**src/rtl/axil_sram_pkg.sv**
```systemverilog
// Shared types for the AXI4-Lite to 16-bit SRAM bridge.
// Response codes and controller states.
package axil_sram_pkg;

    typedef enum logic [1:0] {
        OKAY   = 2'b00,
        SLVERR = 2'b10
    } axi_resp_t;

    typedef enum logic [2:0] {
        S_IDLE,
        S_WRITE,
        S_WRESP,
        S_READ,
        S_RDATA
    } state_t;

endpackage

```
**src/rtl/axil_sram_slave.sv**
```systemverilog
// AXI4-Lite slave turning single-beat accesses into 16-bit SRAM word cycles.
// Optional AXIL_SRAM_RANGE_CHECK_EN rejects addresses above the SRAM with SLVERR.
module axil_sram_slave
    import axil_sram_pkg::*;
#(
    parameter int C_S_AXI_ADDR_WIDTH = 20,
    parameter int C_S_AXI_DATA_WIDTH = 32,
    parameter int MEMORY_ADDR_WIDTH  = 18,
    parameter int MEMORY_DATA_WIDTH  = 16
) (
    input  logic                            S_AXI_ACLK,
    input  logic                            S_AXI_ARESET,
    input  logic [C_S_AXI_ADDR_WIDTH-1:0]   S_AXI_AWADDR,
    input  logic                            S_AXI_AWVALID,
    output logic                            S_AXI_AWREADY,
    input  logic [C_S_AXI_DATA_WIDTH-1:0]   S_AXI_WDATA,
    input  logic [C_S_AXI_DATA_WIDTH/8-1:0] S_AXI_WSTB,
    input  logic                            S_AXI_WAVALID,
    output logic                            S_AXI_WREADY,
    output logic [1:0]                      S_AXI_BRESP,
    output logic                            S_AXI_BVALID,
    input  logic                            S_AXI_BREADY,
    input  logic [C_S_AXI_ADDR_WIDTH-1:0]   S_AXI_ARADDR,
    input  logic                            S_AXI_ARVALID,
    output logic                            S_AXI_ARREADY,
    output logic [C_S_AXI_DATA_WIDTH-1:0]   S_AXI_RDATA,
    output logic [1:0]                      S_AXI_RRESP,
    output logic                            S_AXI_RVALID,
    input  logic                            S_AXI_RREADY,
    output logic [MEMORY_ADDR_WIDTH-1:0]    SRAM_address,
    output logic [MEMORY_DATA_WIDTH-1:0]    SRAM_write_data,
    input  logic [MEMORY_DATA_WIDTH-1:0]    SRAM_read_data,
    output logic                            SRAM_we_n,
    output logic [1:0]                      SRAM_be_n
);

    localparam int MAW = MEMORY_ADDR_WIDTH;

    state_t state;
    state_t state_nxt;
    logic   last_write;
    logic   wr_en;
    logic   err;
    logic   wr_req;
    logic   rd_req;
    logic   grant_wr;
    logic   grant_rd;
    logic   aw_oor;
    logic   ar_oor;
    logic   unused;

`ifdef AXIL_SRAM_RANGE_CHECK_EN
    assign aw_oor = |(S_AXI_AWADDR >> (MAW + 2));
    assign ar_oor = |(S_AXI_ARADDR >> (MAW + 2));
`else
    assign aw_oor = 1'b0;
    assign ar_oor = 1'b0;
`endif

    assign unused = ^{S_AXI_AWADDR, S_AXI_ARADDR, S_AXI_WDATA, S_AXI_WSTB};

    // A write only wins back-to-back contention if the last grant was a read
    assign wr_req   = S_AXI_AWVALID & S_AXI_WAVALID;
    assign rd_req   = S_AXI_ARVALID;
    assign grant_wr = (state == S_IDLE) & wr_req & (~rd_req | ~last_write);
    assign grant_rd = (state == S_IDLE) & rd_req & ~grant_wr;

    always_ff @(posedge S_AXI_ACLK or posedge S_AXI_ARESET) begin
        if (S_AXI_ARESET) begin
            state <= S_IDLE;
        end else begin
            state <= state_nxt;
        end
    end

    always_comb begin
        state_nxt = state;
        unique case (state)
            S_IDLE: begin
                if (grant_wr) begin
                    state_nxt = S_WRITE;
                end else if (grant_rd) begin
                    state_nxt = S_READ;
                end
            end
            S_WRITE: state_nxt = S_WRESP;
            S_WRESP: begin
                if (S_AXI_BVALID && S_AXI_BREADY) begin
                    state_nxt = S_IDLE;
                end
            end
            S_READ:  state_nxt = S_RDATA;
            S_RDATA: begin
                if (S_AXI_RVALID && S_AXI_RREADY) begin
                    state_nxt = S_IDLE;
                end
            end
            default: state_nxt = S_IDLE;
        endcase
    end

    always_ff @(posedge S_AXI_ACLK or posedge S_AXI_ARESET) begin
        if (S_AXI_ARESET) begin
            S_AXI_AWREADY   <= 1'b0;
            S_AXI_WREADY    <= 1'b0;
            S_AXI_ARREADY   <= 1'b0;
            S_AXI_BVALID    <= 1'b0;
            S_AXI_BRESP     <= OKAY;
            S_AXI_RVALID    <= 1'b0;
            S_AXI_RRESP     <= OKAY;
            S_AXI_RDATA     <= '0;
            SRAM_address    <= '0;
            SRAM_write_data <= '0;
            SRAM_we_n       <= 1'b1;
            SRAM_be_n       <= 2'b11;
            last_write      <= 1'b0;
            wr_en           <= 1'b0;
            err             <= 1'b0;
        end else begin
            S_AXI_AWREADY <= 1'b0;
            S_AXI_WREADY  <= 1'b0;
            S_AXI_ARREADY <= 1'b0;
            SRAM_we_n     <= 1'b1;
            unique case (state)
                S_IDLE: begin
                    if (grant_wr) begin
                        S_AXI_AWREADY   <= 1'b1;
                        S_AXI_WREADY    <= 1'b1;
                        SRAM_address    <= S_AXI_AWADDR[MAW+1:2];
                        SRAM_write_data <= S_AXI_WDATA[MEMORY_DATA_WIDTH-1:0];
                        SRAM_be_n       <= ~S_AXI_WSTB[1:0];
                        wr_en           <= |S_AXI_WSTB[1:0] & ~aw_oor;
                        err             <= aw_oor;
                        last_write      <= 1'b1;
                    end else if (grant_rd) begin
                        S_AXI_ARREADY <= 1'b1;
                        if (!ar_oor) begin
                            SRAM_address <= S_AXI_ARADDR[MAW+1:2];
                        end
                        err        <= ar_oor;
                        last_write <= 1'b0;
                    end
                end
                S_WRITE: SRAM_we_n <= ~wr_en;
                S_WRESP: begin
                    if (!S_AXI_BVALID) begin
                        S_AXI_BVALID <= 1'b1;
                        S_AXI_BRESP  <= err ? SLVERR : OKAY;
                    end else if (S_AXI_BREADY) begin
                        S_AXI_BVALID <= 1'b0;
                    end
                end
                S_READ: ;
                S_RDATA: begin
                    if (!S_AXI_RVALID) begin
                        S_AXI_RVALID <= 1'b1;
                        S_AXI_RRESP  <= err ? SLVERR : OKAY;
                        S_AXI_RDATA  <= err ? '0 : C_S_AXI_DATA_WIDTH'(SRAM_read_data);
                    end else if (S_AXI_RREADY) begin
                        S_AXI_RVALID <= 1'b0;
                    end
                end
                default: ;
            endcase
        end
    end

endmodule
```
**config.mk**
```make
export PLATFORM = sky130hd
export DESIGN_NAME = axil_sram_slave
export DESIGN_NICKNAME = d
export VERILOG_FILES = /design/src/rtl/axil_sram_pkg.sv /design/src/rtl/axil_sram_slave.sv
export SDC_FILE = /design/constraint.sdc
export NUM_CORES = 1
export LEC_CHECK = 0
export ABC_CLOCK_PERIOD_IN_PS = 2300
export CAP_MARGIN = 15
export CORE_MARGIN = 2
export CORE_UTILIZATION = 36
export DETAILED_ROUTE_END_ITERATION = 16
export MAX_ROUTING_LAYER = met4
export PLACE_DENSITY = 0.81
export SLEW_MARGIN = 20
export SYNTH_ARGS = -nofsm -noshare
export SYNTH_HDL_FRONTEND = slang
export SYNTH_SLANG_ARGS = --single-unit
```
**constraint.sdc**
```tcl
create_clock -name S_AXI_ACLK -period 2.3 [get_ports S_AXI_ACLK]
set_clock_uncertainty 0.15 [all_clocks]
set_input_delay 0.23 -clock S_AXI_ACLK [delete_from_list [all_inputs] [get_ports S_AXI_ACLK]]
set_output_delay 0.23 -clock S_AXI_ACLK [all_outputs]
set_load 0.05 [all_outputs]
```
==> results.md, run 1 <==
- Tcrit/Tclk final: 89.65%
- Total Wirelength: 6328 um
- Vias in the first global route: 2181
- Placed Cells: 442
- Syn. warnings: 0
- CP required: 1.92 ns
- Sequential-to-total area share from yosys stat: 58.00%
- Setup CP Type: reg2out
- H-tree levels: 3
- Clock root cell: clkbuf_8
- Hold_ws: 0.1431 ns
- Routed Antenna Nets: 0
- Grt ovf: 0
- Hold_buf cts: 0
- Multi-input logic area: 969.7 um2
- Diode count: 0
- TritonCTS Buffers: 9
- Synthesized flop and latch total: 62
- VDD IR max: 0.8961 mV
- Reg2Reg Setup Slack: 0.42 ns
- Fin nets: 453
- Average size of a mapped cell: 12.47 um2
- Row cnt: 31
- Type of origin of the critical path: register
- Cell count after synthesis: 215
- All-Layer GR Usage: 16.24%
- CP Max Fanout: 2
- Die Wd: 90.30 um
- Cell Area, Synth: 2681 um2
- Slew HR: 64.07%
- Power Density: 1630 nW/um2
- Switching pwr: 3.281 mW
- Power share of the combinational group: 56.9%
- Post-DP HPWL: 4819 um
- WP buf/inv: 1
- Final Hold Vio Count: 0
- Setup repair after global routing missed its margin: no
- Area Overhead vs Synth: 58.84%
- Dpl ws: 0.3268 ns
- DRC: 0
- Final setup slack of the worst path: 0.2380 ns
- CP max-delay cell: clkdlybuf4s50_1
- CP Capture Type: output port
- Initial Util: 37.17%
- Clock Tree Buf Depth: 2
- Fmax: 0.4850 GHz
- WL/cell: 13.82 um
- Clk slew on worst S/H paths: 0.08 ns
- Sequential Area: 1555 um2
- Status: finished clean
- Via density: 4.555
- Util after Layout: 59.04%
- DP Area: 4035 um2
- Die Footprint: 8154 um2
- Post-route cell area: 4259 um2
- Post-CTS Resized: 0
- Sw Ratio: 47.26%
- Final Max Tran Viols: 0
- Routability congestion estimate: 0.7349
- FILL cells: 625
- Share of cells above drive strength 1: 14.48%
- Overall power: 6.942 mW
- Setup TNS: 0 ns
- Distinct cells, synth: 27
- Post CTS Setup Buffer Count: 0
- Min-delay worst type: in2async
- Global-route wire length before repair: 10180 um
- Slowest Stage Delay on Critical Path: 0.81 ns
- Clk pwr share: 15.1%
- Int Power: 3.661 mW
- Critical Path AT: 1.68 ns
- Least-Margin Pin Slew: 0.5373 ns
- Largest net degree at the start of global routing: 33
- I/O pins: 177
- Vias: 2086
- Max-cap violation count: 0
- CTS tree: built
- Sequential power share: 27.9%
- CTS sink cnt: 62
- Top delay family on crit path: buffers and inverters
- Antenna violations before repair: 0
- Core box area: 7214 um2
- Input/output buffers: 134
- DR pass1 iterations: 4
- Worst-Skew Late Latency: 0.33 ns
- Crit-path cells: clkdlybuf4s50_1
- Post-route minimum period: 2.062 ns
- Non-Filler Instances: 458
- Leak: 1.784 nW
- DIE HEIGHT: 90.30 um
- # setup viols final: 0
- Initial DRC Count: 56
-- sequential cells by signal, summed over array words and instances, names as in the netlist --
| register | cells |
|---|---|
| SRAM_we_n | 1 |
| SRAM_be_n | 2 |
| wr_en | 1 |
| S_AXI_RDATA | 16 |
| S_AXI_ARREADY | 1 |
| SRAM_write_data | 16 |
| state | 3 |
| last_write | 1 |
| S_AXI_RVALID | 1 |
| S_AXI_WREADY | 1 |
| S_AXI_BVALID | 1 |
| SRAM_address | 18 |
-- layout make-up --
| type | count | share of cell area, % |
|---|---|---|
| flip-flops and latches | 62 | 36.52 |
| repair buffers | 139 | 32.37 |
| multi-input cells | 140 | 22.77 |
| clock buffers | 11 | 3.320 |
| well taps | 99 | 2.908 |
| clock inverters | 5 | 1.939 |
| inverters | 2 | 0.1763 |
-- power by group through the flow --
stage               clock [mW]  sequential, mW  combinational, mW
CTS                       1.09            1.95               3.99
global route              1.13            2.02               4.12
detailed placement           0            1.97               3.98
floorplan                    0            3.63               1.02
global placement             0            1.93               3.93
finish                    1.05            1.94               3.95
-- cells by family after synthesis --
group	after synthesis	share of synthesized area, %
buffers and inverters	32	8.492
other	1	0.1399
flip-flops	62	58.00
AO/OA/AOI/OAI	43	10.45
multiplexers	34	14.56
AND/OR/NAND/NOR	43	8.353
-- synthesized netlist by cell type --
cell,count,area share (%)
mux2_1,20,8.4
buf_2,5,0.93
clkbuf_1,1,0.14
a21oi_1,10,1.9
a21oi_2,9,2.9
nand2_1,12,1.7
o22ai_1,18,4.2
nand4_4,1,0.79
buf_4,21,5.9
inv_1,2,0.28
a221oi_1,1,0.33
conb_1,1,0.14
nor2_1,22,3.1
buf_6,3,1.3
mux2_4,2,1.1
dfrtp_1,59,55
dfstp_2,3,2.9
nand2b_1,1,0.23
nand3_1,1,0.19
o21ai_0,4,0.75
nor2b_1,1,0.23
nor3_4,1,0.61
mux2_2,12,5.0
a32o_1,1,0.37
or3_4,1,0.42
nand3b_1,1,0.28
nor2_4,2,0.84
-- cell usage in the layout (no fill, tap or decap) --
| cell type | count |
|---|---|
| nand3b_1 | 1 |
| a32o_1 | 1 |
| a21oi_2 | 9 |
| inv_1 | 1 |
| conb_1 | 20 |
| clkinvlp_4 | 3 |
| dfstp_2 | 3 |
| nor2_1 | 22 |
| a221oi_1 | 1 |
| mux2_2 | 12 |
| nor2_4 | 2 |
| o21ai_0 | 3 |
| mux2_4 | 2 |
| clkbuf_8 | 10 |
| nand4_4 | 1 |
| clkdlybuf4s50_1 | 134 |
| clkbuf_1 | 1 |
| nand3_1 | 1 |
| o21ai_1 | 1 |
| bufinv_16 | 2 |
| nand2_1 | 12 |
| nand2b_1 | 1 |
| a21oi_1 | 10 |
| dfrtp_1 | 59 |
| nor3_4 | 1 |
| buf_4 | 5 |
| nor2b_1 | 1 |
| or3_4 | 1 |
| mux2_1 | 20 |
| inv_2 | 1 |
| o22ai_1 | 18 |
-- layer usage --
metal	routed length (um)	track usage, %	up-vias	share of wire, %
met5	0	-	-	0
met3	375	5.760	4	5.9
met2	3456	28.57	77	55
met1	2472	17.61	1016	39
li1	-	-	989	-
met4	24	3.846	0	0.38
-- path summary, 6_finish.rpt --
check / startpoint / end / cells after the start
max: SRAM_be_n[0]$_DFFE_PP1P_ / SRAM_be_n[0] / 1
max in group asynchronous: S_AXI_ARESET / SRAM_be_n[1]$_DFFE_PP1P_ / 3
min reg2reg: wr_en$_DFFE_PP0P_ / SRAM_we_n$_DFF_PP1_ / 1
min: S_AXI_ARESET / SRAM_address[3]$_DFFE_PP0P_ / 3
min in group S_AXI_ACLK: wr_en$_DFFE_PP0P_ / SRAM_we_n$_DFF_PP1_ / 1
max reg2reg: state[1]$_DFFE_PP0P_ / S_AXI_RDATA[10]$_DFFE_PP0P_ / 4
(Power assumes the default switching activity.)
==> inputs of run 2 (changes only) <==
--- a/config.mk
+++ b/config.mk
@@ -11,7 +11,7 @@
 export CORE_UTILIZATION = 36
 export DETAILED_ROUTE_END_ITERATION = 16
 export MAX_ROUTING_LAYER = met4
-export PLACE_DENSITY = 0.81
+export PLACE_DENSITY = 0.82
 export SLEW_MARGIN = 20
 export SYNTH_ARGS = -nofsm -noshare
 export SYNTH_HDL_FRONTEND = slang
==> run 2 against run 1 <==
  * Combinational power about the same
  * First-iteration DRC count is 21% higher
  * Critical path depth did not move
  * Maximum frequency is 0.56% higher
  * Via count down 1.2%
  * Global-route usage down 0.21 points
  * Die area stayed put
  * Sequential cell count unchanged
  * Cell count did not move
  * Critical endpoint unchanged
  * Highest routed layer unchanged
==> results.md, run 2 (synthesized netlist as in run 1, its figures left out) <==
- Slew HR: 64.83% (was 64.07%)
- Non-Filler Instances: 458 (unchanged)
- Routability congestion estimate: 0.7287 (was 0.7349)
- Dpl ws: 0.3069 ns (was 0.3268 ns)
- Input/output buffers: 134 (unchanged)
- Fin nets: 453 (unchanged)
- I/O pins: 177 (unchanged)
- Clk slew on worst S/H paths: 0.08 ns (about the same)
- Worst-Skew Late Latency: 0.33 ns (about the same)
- CTS sink cnt: 62 (unchanged)
- Final Max Tran Viols: 0 (unchanged)
- CP required: 1.92 ns (about the same)
- All-Layer GR Usage: 16.03% (was 16.24%)
- Post CTS Setup Buffer Count: 0 (unchanged)
- CTS tree: built (unchanged)
- DIE HEIGHT: 90.30 um (unchanged)
- WL/cell: 13.78 um (was 13.82 um)
- Top delay family on crit path: buffers and inverters (unchanged)
- Global-route wire length before repair: 10020 um (was 10180 um)
- Clock root cell: clkbuf_8 (unchanged)
- Largest register by flop count: SRAM_address (unchanged)
- H-tree levels: 3 (unchanged)
- Final Hold Vio Count: 0 (unchanged)
- Clock Tree Buf Depth: 2 (unchanged)
- Least-Margin Pin Slew: 0.5259 ns (was 0.5373 ns)
- TritonCTS Buffers: 9 (unchanged)
- Post-route cell area: 4255 um2 (was 4259 um2)
- CP max-delay cell: clkdlybuf4s50_1 (unchanged)
- Post-CTS Resized: 0 (unchanged)
- Max FFs per register: 18 (unchanged)
- Vias: 2062 (was 2086)
- Max-cap violation count: 0 (unchanged)
- Hold_buf cts: 0 (unchanged)
- WP buf/inv: 1 (unchanged)
- Tcrit/Tclk final: 89.15% (was 89.65%)
- Diode count: 0 (unchanged)
- Die Footprint: 8154 um2 (unchanged)
- Critical Path AT: 1.67 ns (was 1.68 ns)
- Leak: 1.782 nW (was 1.784 nW)
- Row cnt: 31 (unchanged)
- Largest net degree at the start of global routing: 63 (was 33)
- Util after Layout: 58.98% (was 59.04%)
- # setup viols final: 0 (unchanged)
- Initial DRC Count: 68 (was 56)
- Core box area: 7214 um2 (unchanged)
- CP Capture Type: output port (unchanged)
- Post-route minimum period: 2.050 ns (was 2.062 ns)
- Final setup slack of the worst path: 0.2495 ns (was 0.2380 ns)
- Share of cells above drive strength 1: 14.76% (was 14.48%)
- Routed Antenna Nets: 0 (unchanged)
- Crit-path cells: clkdlybuf4s50_1 (unchanged)
- Min-delay worst type: in2async (unchanged)
- Vias in the first global route: 2094 (was 2181)
- Total Wirelength: 6312 um (was 6328 um)
- Area Overhead vs Synth: 58.70% (was 58.84%)
- Status: finished clean (unchanged)
- Top Registers: SRAM_address x18, SRAM_write_data x16, S_AXI_RDATA x16 (unchanged)
- Setup CP Type: reg2out (unchanged)
- Type of origin of the critical path: register (unchanged)
- Initial Util: 37.17% (unchanged)
- Placed Cells: 442 (unchanged)
- Via density: 4.502 (was 4.555)
- Grt ovf: 0 (unchanged)
- Commonest non-fill, non-tap cell in the layout: clkdlybuf4s50_1 (unchanged)
- CP Max Fanout: 2 (unchanged)
- Die Wd: 90.30 um (unchanged)
- VDD IR max: 0.7613 mV (was 0.8961 mV)
- Fmax: 0.4877 GHz (was 0.4850 GHz)
- Antenna violations before repair: 0 (unchanged)
- Setup repair after global routing missed its margin: no (unchanged)
- Most frequent cells in the layout: 134 x clkdlybuf4s50_1, 59 x dfrtp_1, 22 x nor2_1, 20 x mux2_1, 20 x conb_1 (unchanged)
- Slowest Stage Delay on Critical Path: 0.81 ns (about the same)
- DRC: 0 (unchanged)
- Power Density: 1613 nW/um2 (was 1630 nW/um2)
- Post-DP HPWL: 4701 um (was 4819 um)
- DP Area: 4048 um2 (was 4035 um2)
- Setup TNS: 0 ns (unchanged)
- DR pass1 iterations: 4 (unchanged)
-- run 2: changes by cell type in the layout (fill, tap and decap cells not counted) --
cell | previous run | this run
clkinv_4 | 0 | 1
bufinv_16 | 2 | 1
inv_6 | 0 | 1
buf_4 | 5 | 4
clkbuf_1 | 1 | 0
buf_12 | 0 | 1
-- run 2: per-stage QoR --
step / hold WS, ns / power, mW
floorplan: 0.1570 / 4.646
global placement: 0.2713 / 5.864
detailed placement: 0.2809 / 5.941
CTS: 0.1567 / 6.940
global route: 0.1852 / 7.193
finish: 0.1460 / 6.862
-- run 2: path summary, 6_finish.rpt --
path                                               to  cells past startpoint                startpoint  slack, ns
setup / recovery                         SRAM_be_n[0]                      1  SRAM_be_n[0]$_DFFE_PP1P_       0.25
hold / removal               S_AXI_RVALID$_DFFE_PP0N_                      3              S_AXI_ARESET       0.15
setup reg to reg           S_AXI_RDATA[9]$_DFFE_PP0P_                      4      state[1]$_DFFE_PP0P_       0.41
hold reg to reg                   SRAM_we_n$_DFF_PP1_                      1         wr_en$_DFFE_PP0P_       0.29
max in group asynchronous    SRAM_be_n[0]$_DFFE_PP1P_                      3              S_AXI_ARESET       1.55
min in group S_AXI_ACLK           SRAM_we_n$_DFF_PP1_                      1         wr_en$_DFFE_PP0P_       0.29
-- run 2: area by class of cell --
class                   count  area (um2)
clock inverters             6       70.07
inverters                   2       7.507
multi-input cells         140       969.7
flip-flops and latches     62        1555
repair buffers            139        1391
fillers                   615        2959
well taps                  99       123.9
clock buffers              10       137.6
-- run 2: layer usage --
layer	part of all wire [%]	track usage (%)	vias to the layer above
met5	0	-	-
met4	1.2	7.179	0
met3	5.7	4.424	9
met2	52	26.32	71
met1	41	18.43	993
li1	-	-	989
-- run 2: report_power, final --
group | internal (mW) | switching, mW
Combinational | 1.39 | 2.55
Clock | 0.535 | 0.443
Sequential | 1.63 | 0.309
Total | 3.56 | 3.30
